$ cat src/rtl/exu_pkg.sv
// ============================================================================
// Package     : exu_pkg
// Description : Shared types and constants for the sequential ALU/multiply
//               execution unit: FSM state encoding and the select codes
//               understood by the external shared combinational ALU.
// Revision    : 1.0 - initial release
// ============================================================================
`default_nettype none

package exu_pkg;

  // Control FSM states of exu_alu_seq
  typedef enum logic [1:0] {
    ST_IDLE = 2'd0,
    ST_EXEC = 2'd1,
    ST_MUL  = 2'd2,
    ST_DONE = 2'd3
  } exu_state_t;

  // Select codes of the shared ALU. The multiply datapath only relies on ADD;
  // the rest are passed through unchanged for single-cycle operations.
  localparam logic [3:0] ALU_OP_ADD  = 4'b0000;
  localparam logic [3:0] ALU_OP_SUB  = 4'b0001;
  localparam logic [3:0] ALU_OP_AND  = 4'b0010;
  localparam logic [3:0] ALU_OP_OR   = 4'b0011;
  localparam logic [3:0] ALU_OP_XOR  = 4'b0100;
  localparam logic [3:0] ALU_OP_SLL  = 4'b0101;
  localparam logic [3:0] ALU_OP_SRL  = 4'b0110;
  localparam logic [3:0] ALU_OP_SRA  = 4'b0111;
  localparam logic [3:0] ALU_OP_SLT  = 4'b1000;
  localparam logic [3:0] ALU_OP_SLTU = 4'b1001;

endpackage : exu_pkg

`default_nettype wire

$ cat src/rtl/exu_alu_seq.sv
// ============================================================================
// Module      : exu_alu_seq
// Description : Sequential execution unit in front of a shared, external
//               combinational ALU. Single-cycle ALU ops pass through one EXEC
//               cycle; multiplies are computed shift-and-add, one partial
//               product per cycle, using the external ALU as the adder.
//               Results are held in DONE until the downstream accepts them.
// Revision    : 1.0 - initial release
//
// Ports
//   clk         in   1      rising-edge clock
//   rst_n       in   1      asynchronous active-low reset
//   in_valid    in   1      upstream operation valid
//   in_ready    out  1      unit can accept an operation (IDLE only)
//   in_aluop    in   4      ALU select for single-cycle ops
//   in_mul      in   1      1 = multiply (low WIDTH bits), in_aluop ignored
//   in_src1     in   WIDTH  operand 1 / multiplicand
//   in_src2     in   WIDTH  operand 2 / multiplier
//   flush       in   1      synchronous abort of the operation in flight
//   alu_a       out  WIDTH  shared ALU operand A
//   alu_b       out  WIDTH  shared ALU operand B
//   alu_sel     out  4      shared ALU select
//   alu_res     in   WIDTH  shared ALU result (combinational)
//   out_valid   out  1      result valid
//   out_ready   in   1      downstream accepts result
//   out_result  out  WIDTH  registered result
// ============================================================================
`default_nettype none

module exu_alu_seq
  import exu_pkg::*;
#(
  parameter int WIDTH    = 32,
  parameter int MUL_ITER = WIDTH
) (
  input  logic             clk,
  input  logic             rst_n,
  input  logic             in_valid,
  output logic             in_ready,
  input  logic [3:0]       in_aluop,
  input  logic             in_mul,
  input  logic [WIDTH-1:0] in_src1,
  input  logic [WIDTH-1:0] in_src2,
  input  logic             flush,
  output logic [WIDTH-1:0] alu_a,
  output logic [WIDTH-1:0] alu_b,
  output logic [3:0]       alu_sel,
  input  logic [WIDTH-1:0] alu_res,
  output logic             out_valid,
  input  logic             out_ready,
  output logic [WIDTH-1:0] out_result
);

  // A single-iteration multiplier still needs a 1-bit counter.
  localparam int             CNT_W    = (MUL_ITER > 1) ? $clog2(MUL_ITER) : 1;
  localparam logic [CNT_W-1:0] CNT_LAST = CNT_W'(MUL_ITER - 1);

  exu_state_t        r_state;
  exu_state_t        w_state_nxt;

  // Goes high on the first clock edge after reset release; keeps the unit
  // from accepting on the edge where rst_n rises.
  logic              r_live;

  logic [3:0]        r_op;
  // r_opa holds src1 for EXEC and doubles as the shifting multiplicand in MUL;
  // r_opb holds src2 for EXEC and doubles as the shifting multiplier in MUL.
  logic [WIDTH-1:0]  r_opa;
  logic [WIDTH-1:0]  r_opb;
  logic [WIDTH-1:0]  r_acc;
  logic [CNT_W-1:0]  r_cnt;
  logic [WIDTH-1:0]  r_result;

  logic              w_accept;
  logic [WIDTH-1:0]  w_mplier_nxt;
  logic              w_mul_last;

  assign w_accept     = in_valid & in_ready & ~flush;
  assign w_mplier_nxt = r_opb >> 1;
  // Stop early once no multiplier bits remain, or after MUL_ITER iterations.
  assign w_mul_last   = (w_mplier_nxt == '0) || (r_cnt == CNT_LAST);
  assign out_result   = r_result;

  // --------------------------------------------------------------------------
  // State register
  // --------------------------------------------------------------------------
  always_ff @(posedge clk or negedge rst_n) begin
    if (!rst_n) begin
      r_state <= ST_IDLE;
    end else begin
      r_state <= w_state_nxt;
    end
  end

  // --------------------------------------------------------------------------
  // Next-state logic; flush overrides everything including handoff.
  // --------------------------------------------------------------------------
  always_comb begin
    w_state_nxt = r_state;
    if (flush) begin
      w_state_nxt = ST_IDLE;
    end else begin
      case (r_state)
        ST_IDLE: if (w_accept) w_state_nxt = in_mul ? ST_MUL : ST_EXEC;
        ST_EXEC: w_state_nxt = ST_DONE;
        ST_MUL:  if (w_mul_last) w_state_nxt = ST_DONE;
        ST_DONE: if (out_ready) w_state_nxt = ST_IDLE;
        default: w_state_nxt = ST_IDLE;
      endcase
    end
  end

  // --------------------------------------------------------------------------
  // Output logic
  // --------------------------------------------------------------------------
  always_comb begin
    in_ready  = 1'b0;
    out_valid = 1'b0;
    alu_a     = '0;
    alu_b     = '0;
    alu_sel   = ALU_OP_ADD;
    case (r_state)
      ST_IDLE: in_ready = r_live;
      ST_EXEC: begin
        alu_a   = r_opa;
        alu_b   = r_opb;
        alu_sel = r_op;
      end
      ST_MUL: begin
        // Partial product: multiplicand gated by the current multiplier LSB.
        alu_a   = r_acc;
        alu_b   = r_opa & {WIDTH{r_opb[0]}};
        alu_sel = ALU_OP_ADD;
      end
      ST_DONE: out_valid = 1'b1;
      default: ;
    endcase
  end

  // --------------------------------------------------------------------------
  // Operand / multiply datapath and result register
  // --------------------------------------------------------------------------
  always_ff @(posedge clk or negedge rst_n) begin
    if (!rst_n) begin
      r_live   <= 1'b0;
      r_op     <= '0;
      r_opa    <= '0;
      r_opb    <= '0;
      r_acc    <= '0;
      r_cnt    <= '0;
      r_result <= '0;
    end else begin
      r_live <= 1'b1;
      if (w_accept) begin
        r_op  <= in_aluop;
        r_opa <= in_src1;
        r_opb <= in_src2;
        r_acc <= '0;
        r_cnt <= '0;
      end else if (!flush) begin
        case (r_state)
          ST_EXEC: r_result <= alu_res;
          ST_MUL: begin
            r_acc <= alu_res;
            r_opa <= r_opa << 1;
            r_opb <= w_mplier_nxt;
            r_cnt <= r_cnt + CNT_W'(1);
            if (w_mul_last) r_result <= alu_res;
          end
          default: ;
        endcase
      end
    end
  end

endmodule : exu_alu_seq

`default_nettype wire

$ cat config.mk
export PLATFORM = sky130hd
export DESIGN_NAME = exu_alu_seq
export DESIGN_NICKNAME = d
export VERILOG_FILES = /design/src/rtl/exu_pkg.sv /design/src/rtl/exu_alu_seq.sv
export SDC_FILE = /design/constraint.sdc
export NUM_CORES = 1
export LEC_CHECK = 0
export ABC_AREA = 1
export BUFFER_PORTS_ARGS = -buffer_cell sky130_fd_sc_hd__clkbuf_2
export CAP_MARGIN = 20
export CORE_AREA = 4 4 131 133
export DETAILED_ROUTE_END_ITERATION = 16
export DIE_AREA = 0 0 135 137
export GPL_TIMING_DRIVEN = 0
export PLACE_DENSITY = 0.7
export SETUP_SLACK_MARGIN = 0.05
export SLEW_MARGIN = 0
export SYNTH_ARGS = -nofsm -noshare
export SYNTH_HDL_FRONTEND = slang
export SYNTH_SLANG_ARGS = --single-unit
$ cat constraint.sdc
create_clock -name clk -period 3.7 [get_ports clk]
set_input_delay 0.37 -clock clk [delete_from_list [all_inputs] [get_ports clk]]
set_output_delay 0.37 -clock clk [all_outputs]
set_load 0.02 [all_outputs]
Word level (Yosys, flattened, before mapping)
Index checks and enable logic that the tools add are counted.
{"block": "classes", "n_reduce_logical": 8, "muxes": 25, "n_bitwise": 5, "add_sub_neg": 1, "eq_ne": 9}
{"op": "$mux W32", "count": 10}
{"op": "$pmux W32 S2", "count": 3}
{"op": "$and A32 B32 Y32", "count": 1}
{"op": "$logic_not A32 Y1", "count": 1}
{"op": "$mux W5", "count": 3}
{"op": "$mux W2", "count": 5}
{"op": "$ne A3 B3 Y1 const B", "count": 3}
{"op": "$pmux W2 S4", "count": 1}
{"op": "$add A5 B1 Y5 const B", "count": 1}
{"op": "$eq A5 B5 Y1 const B", "count": 1}
{"op": "$eq A2 B2 Y1 const B", "count": 2}
{"op": "$mux W4", "count": 1}
{"op": "$reduce_and A4 Y1", "count": 1}
{"op": "$reduce_bool A2 Y1", "count": 2}
{"op": "$reduce_and A3 Y1", "count": 1}
{"op": "$and A1 B1 Y1", "count": 2}
{"op": "$eq A2 B1 Y1 const B", "count": 1}
{"op": "$logic_not A2 Y1", "count": 1}
{"op": "$mux W1", "count": 2}
{"op": "$ne A2 B1 Y1 const B", "count": 1}
{"op": "$ne A2 B2 Y1 const B", "count": 1}
{"op": "$not A1 Y1", "count": 2}
{"op": "$reduce_and A2 Y1", "count": 1}
{"op": "$logic_or A1 B1 Y1", "count": 1}
{"block": "word_totals", "ff_bits": 140, "inputBits": 106, "output_inout_bits": 102, "elab_cells": 56}

Logic depth before layout (Yosys ltp)
{"block": "logic_depth", "ltp_word": 7, "ltp_mapped": 12, "depth_no_buf": 11}

Worst setup path before layout
OpenSTA, ideal clock, no wires.
{"block": "synth_path", "kind": "flip-flop to output port", "from": "register r_state[1]", "to": "output alu_b[15]", "arrival_ps": 1685, "setup_slack_ps": 1645, "required_time_ps": 3330, "path_stages_with_launch": 8, "n_path_buf": 3, "cell_sequence": "dfrtp_1 inv_1 ha_1 clkbuf_1 buf_2 buf_1 nand2_1 a21oi_1"}
{"block": "synth_via", "elab_chain_cells": 2}
{"element": "start: declaration", "line_no": "exu_alu_seq.sv:58", "source": "exu_state_t r_state;"}
{"element": "start signal: assignment", "line_no": "exu_alu_seq.sv:91", "source": "r_state <= w_state_nxt;"}
{"element": "$eq A2 B2 Y1 / $eq A2 B1 Y1 (equally long branches)", "line_no": "exu_alu_seq.sv:122", "source": "case (r_state)"}
{"element": "$pmux W32 S2 (*)", "line_no": "exu_alu_seq.sv:122"}
{"element": "end: declaration", "line_no": "exu_alu_seq.sv:46", "source": "output logic [WIDTH-1:0] alu_b,"}
Every way passes the cells marked *; elsewhere a longest branch is shown, timed or not.

Worst setup path after layout
{"block": "layout_path", "from": "register r_state[0]", "to": "output alu_a[0]"}
{"block": "layout_via", "elab_chain_cells": 2}
{"element": "$eq A2 B2 Y1 / $eq A2 B1 Y1 (equally long branches)", "line_no": "exu_alu_seq.sv:122"}
{"element": "$pmux W32 S2 (*)", "line_no": "exu_alu_seq.sv:122"}
{"element": "end: declaration", "line_no": "exu_alu_seq.sv:45", "source": "output logic [WIDTH-1:0] alu_a,"}
Marked as above.

==> metrics.txt <==
status=finished, final reports clean; Final Cycle Share=82.71%; kind of critical path=flip-flop to output port; Root Buffer=clkbuf_16; initial antenna violation count=0; clock slew seen by the registers of the worst setup and hold paths=0.06 ns; placed inst area=0.008457 mm^2; Final min period=3.060 ns; count leader, synth=nand2_1; upper clock frequency limit=326.8 MHz; Min-Delay Path Class=primary input to flip-flop; post-layout util=57.16%; die width=135 um; total CTS buffers=17; Synth top area share=49.24%; Core Rows=46; synth unique cells=31; clock tree sinks=140; fraction of layout cells with a size suffix above 1=25.35%; IR Drop Worst-Case VDD=0.4389 mV; largest net degree at the start of global routing=93; Synth Instances=889; core area=0.01583 mm^2; Ports=208; worst hold slack=0.1469 ns; TritonCTS clock tree=done; Post-DP HPWL=18750 um; Fin Clk Skew=0.008404 ns; sequential fraction of the synthesis area=49.24%; worst slew pin tran=0.5914 ns; FF+latch count, synth=140; die height=137 um; Yosys top cell by area=dfrtp_1; Hold Fails Final Rpt=0; Startpoint Class=flip-flop; worst-case clock buffer depth=2; final antenna diode count=0; Sum Neg Setup Slack=0 ns; drt drc=0; relative slew slack=60.58%; post-cts resize count=0; WP data required=3.33 ns; DR vias=7093; final wirelength=24430 um; FFs w/ async S/R, synth=100.0%; Filler cells=1490; wire per inst=18.17 um; routability cong.=0.9303; PwrDens=812.3 mW/mm^2; Post-synth EDFFs=0; Synth Cell Area=0.007114 mm^2; synth top area cells=dfrtp_1 (49%), nand2_1 (14%), a21oi_1 (6.0%), inv_1 (4.8%), nand3_1 (3.2%); total congestion overflow=0; H-Tree Depth=4; setup violators final=0; WP data arrival=2.69 ns; Final Instance Area=0.009047 mm^2; syn_nets=1002; RSZ-0062 raised after global routing=no; Critical Path End Type=output port; Port Buffers=207; Worst-Skew Late Latency=0.43 ns; detailed router's first-iteration violation count=705; mean post-synth cell area=8.003 um^2; ys flop type=dfrtp_1; synth cell count leaders=nand2_1 (273), dfrtp_1 (140), inv_1 (91); Crit Path Max Fanout=10; vias in the first global route=6874; GRT Util Overall=26.53%; initial core utilization=44.95%; drt pass-1 iters=8; first-pass GRT wire length=37050 um; Vias/cell=5.278; max-cap violation count=0; Pleak=4.389 nW; antenna-violating nets left=0; die area=0.01850 mm^2; nets=1230; Layout Area Growth over Synthesis=27.17%; Synth Warn #=0; Max Slew Vio Count=0
state kept, by name, indices dropped and copies added, names as in the netlist:
signal      count
r_opb          32
r_opa          32
r_op            4
r_state         2
r_live          1
r_cnt           5
r_acc          32
out_result     32
critical path, cell delays in order (launching register included):
cell,delay (ns)
dfrtp_1,0.42
inv_1,0.13
ha_1,0.19
clkbuf_1,0.40
buf_1,0.45
nand2_1,0.09
a21oi_1,0.32
clkbuf_2,0.24
metrics by stage:
stage	instances	power (mW)	worst slack, ns
3_5_place_dp	1313	5.594	1.140
6_report	1344	7.349	0.6399
4_1_cts	1344	7.328	0.6521
5_1_grt	1344	7.816	0.5099
3_3_place_gp	1312	5.520	-0.1462
2_1_floorplan	889	4.575	1.645
metal layers:
layer  part of all wire, %  GRT usage (%)  up-vias  routed length, um
met5                     0              0        -                  0
met4                   3.0          10.47        0                728
met3                   9.9          5.956       49               2407
met2                    46          41.80      361              11280
met1                    41          35.83     3314              10010
li1                      -              -     3369                  -
cells in the final DEF (no fill, tap or decap), types with 15 or more instances in the layout:
cell type,count
a21oi_1,86
buf_2,23
clkbuf_1,28
clkbuf_16,17
clkbuf_2,206
dfrtp_1,140
inv_1,91
nand2_1,273
nand3_1,46
nor2_1,48
o21ai_0,39
o21ai_1,23
o221ai_1,26
o221ai_2,15
layout make-up:
| type | instances | area [um^2] | area share [%] |
|---|---|---|---|
| Clock buffer | 19 | 432.9 | 4.785 |
| Inverter | 93 | 349.1 | 3.858 |
| Multi-Input combinational cell | 594 | 2974 | 32.87 |
| Sequential cell | 140 | 3503 | 38.72 |
| Clock inverter | 11 | 147.6 | 1.632 |
| Buffer | 62 | 287.8 | 3.181 |
| Tap cell | 216 | 270.3 | 2.987 |
| Timing Repair Buffer | 209 | 1082 | 11.96 |
worst paths after layout:
| kind | depth (start not counted) | endpoint | from | slack (ns) |
|---|---|---|---|---|
| hold / removal | 3 | r_op[3]$_DFFE_PN0N_ | in_aluop[3] | 0.15 |
| setup reg to reg | 8 | r_acc[11]$_DFFE_PN0P_ | r_state[0]$_DFFE_PN0P_ | 1.44 |
| min in group asynchronous | 2 | r_opa[6]$_DFFE_PN0P_ | rst_n | 0.45 |
| max in group asynchronous | 3 | r_live$_DFF_PN0_ | rst_n | 2.45 |
| hold reg to reg | 2 | r_op[1]$_DFFE_PN0N_ | r_op[1]$_DFFE_PN0N_ | 0.47 |
| setup / recovery | 7 | alu_a[0] | r_state[0]$_DFFE_PN0P_ | 0.64 |
timing repair:
action,CTS,global route
setup buffers,0,0
hold endpoints to repair,48,0
hold buffers,1,0
logic make-up after synthesis:
logic type | after synthesis | share of synthesized area, %
DFF | 140 | 49.24
other | 1 | 0.05271
adders and majority gates | 7 | 1.231
AOI/OAI and AO/OA | 210 | 19.12
buffers and inverters | 155 | 8.952
and+or+nand+nor | 376 | 21.40
power by group:
group / internal [mW] / total [mW] / switching [mW]
sequential: 2.21 / 2.81 / 0.596
combinational: 0.935 / 2.82 / 1.89
clock: 1.05 / 1.72 / 0.666
Note: power is estimated with default switching activity, not from simulation.
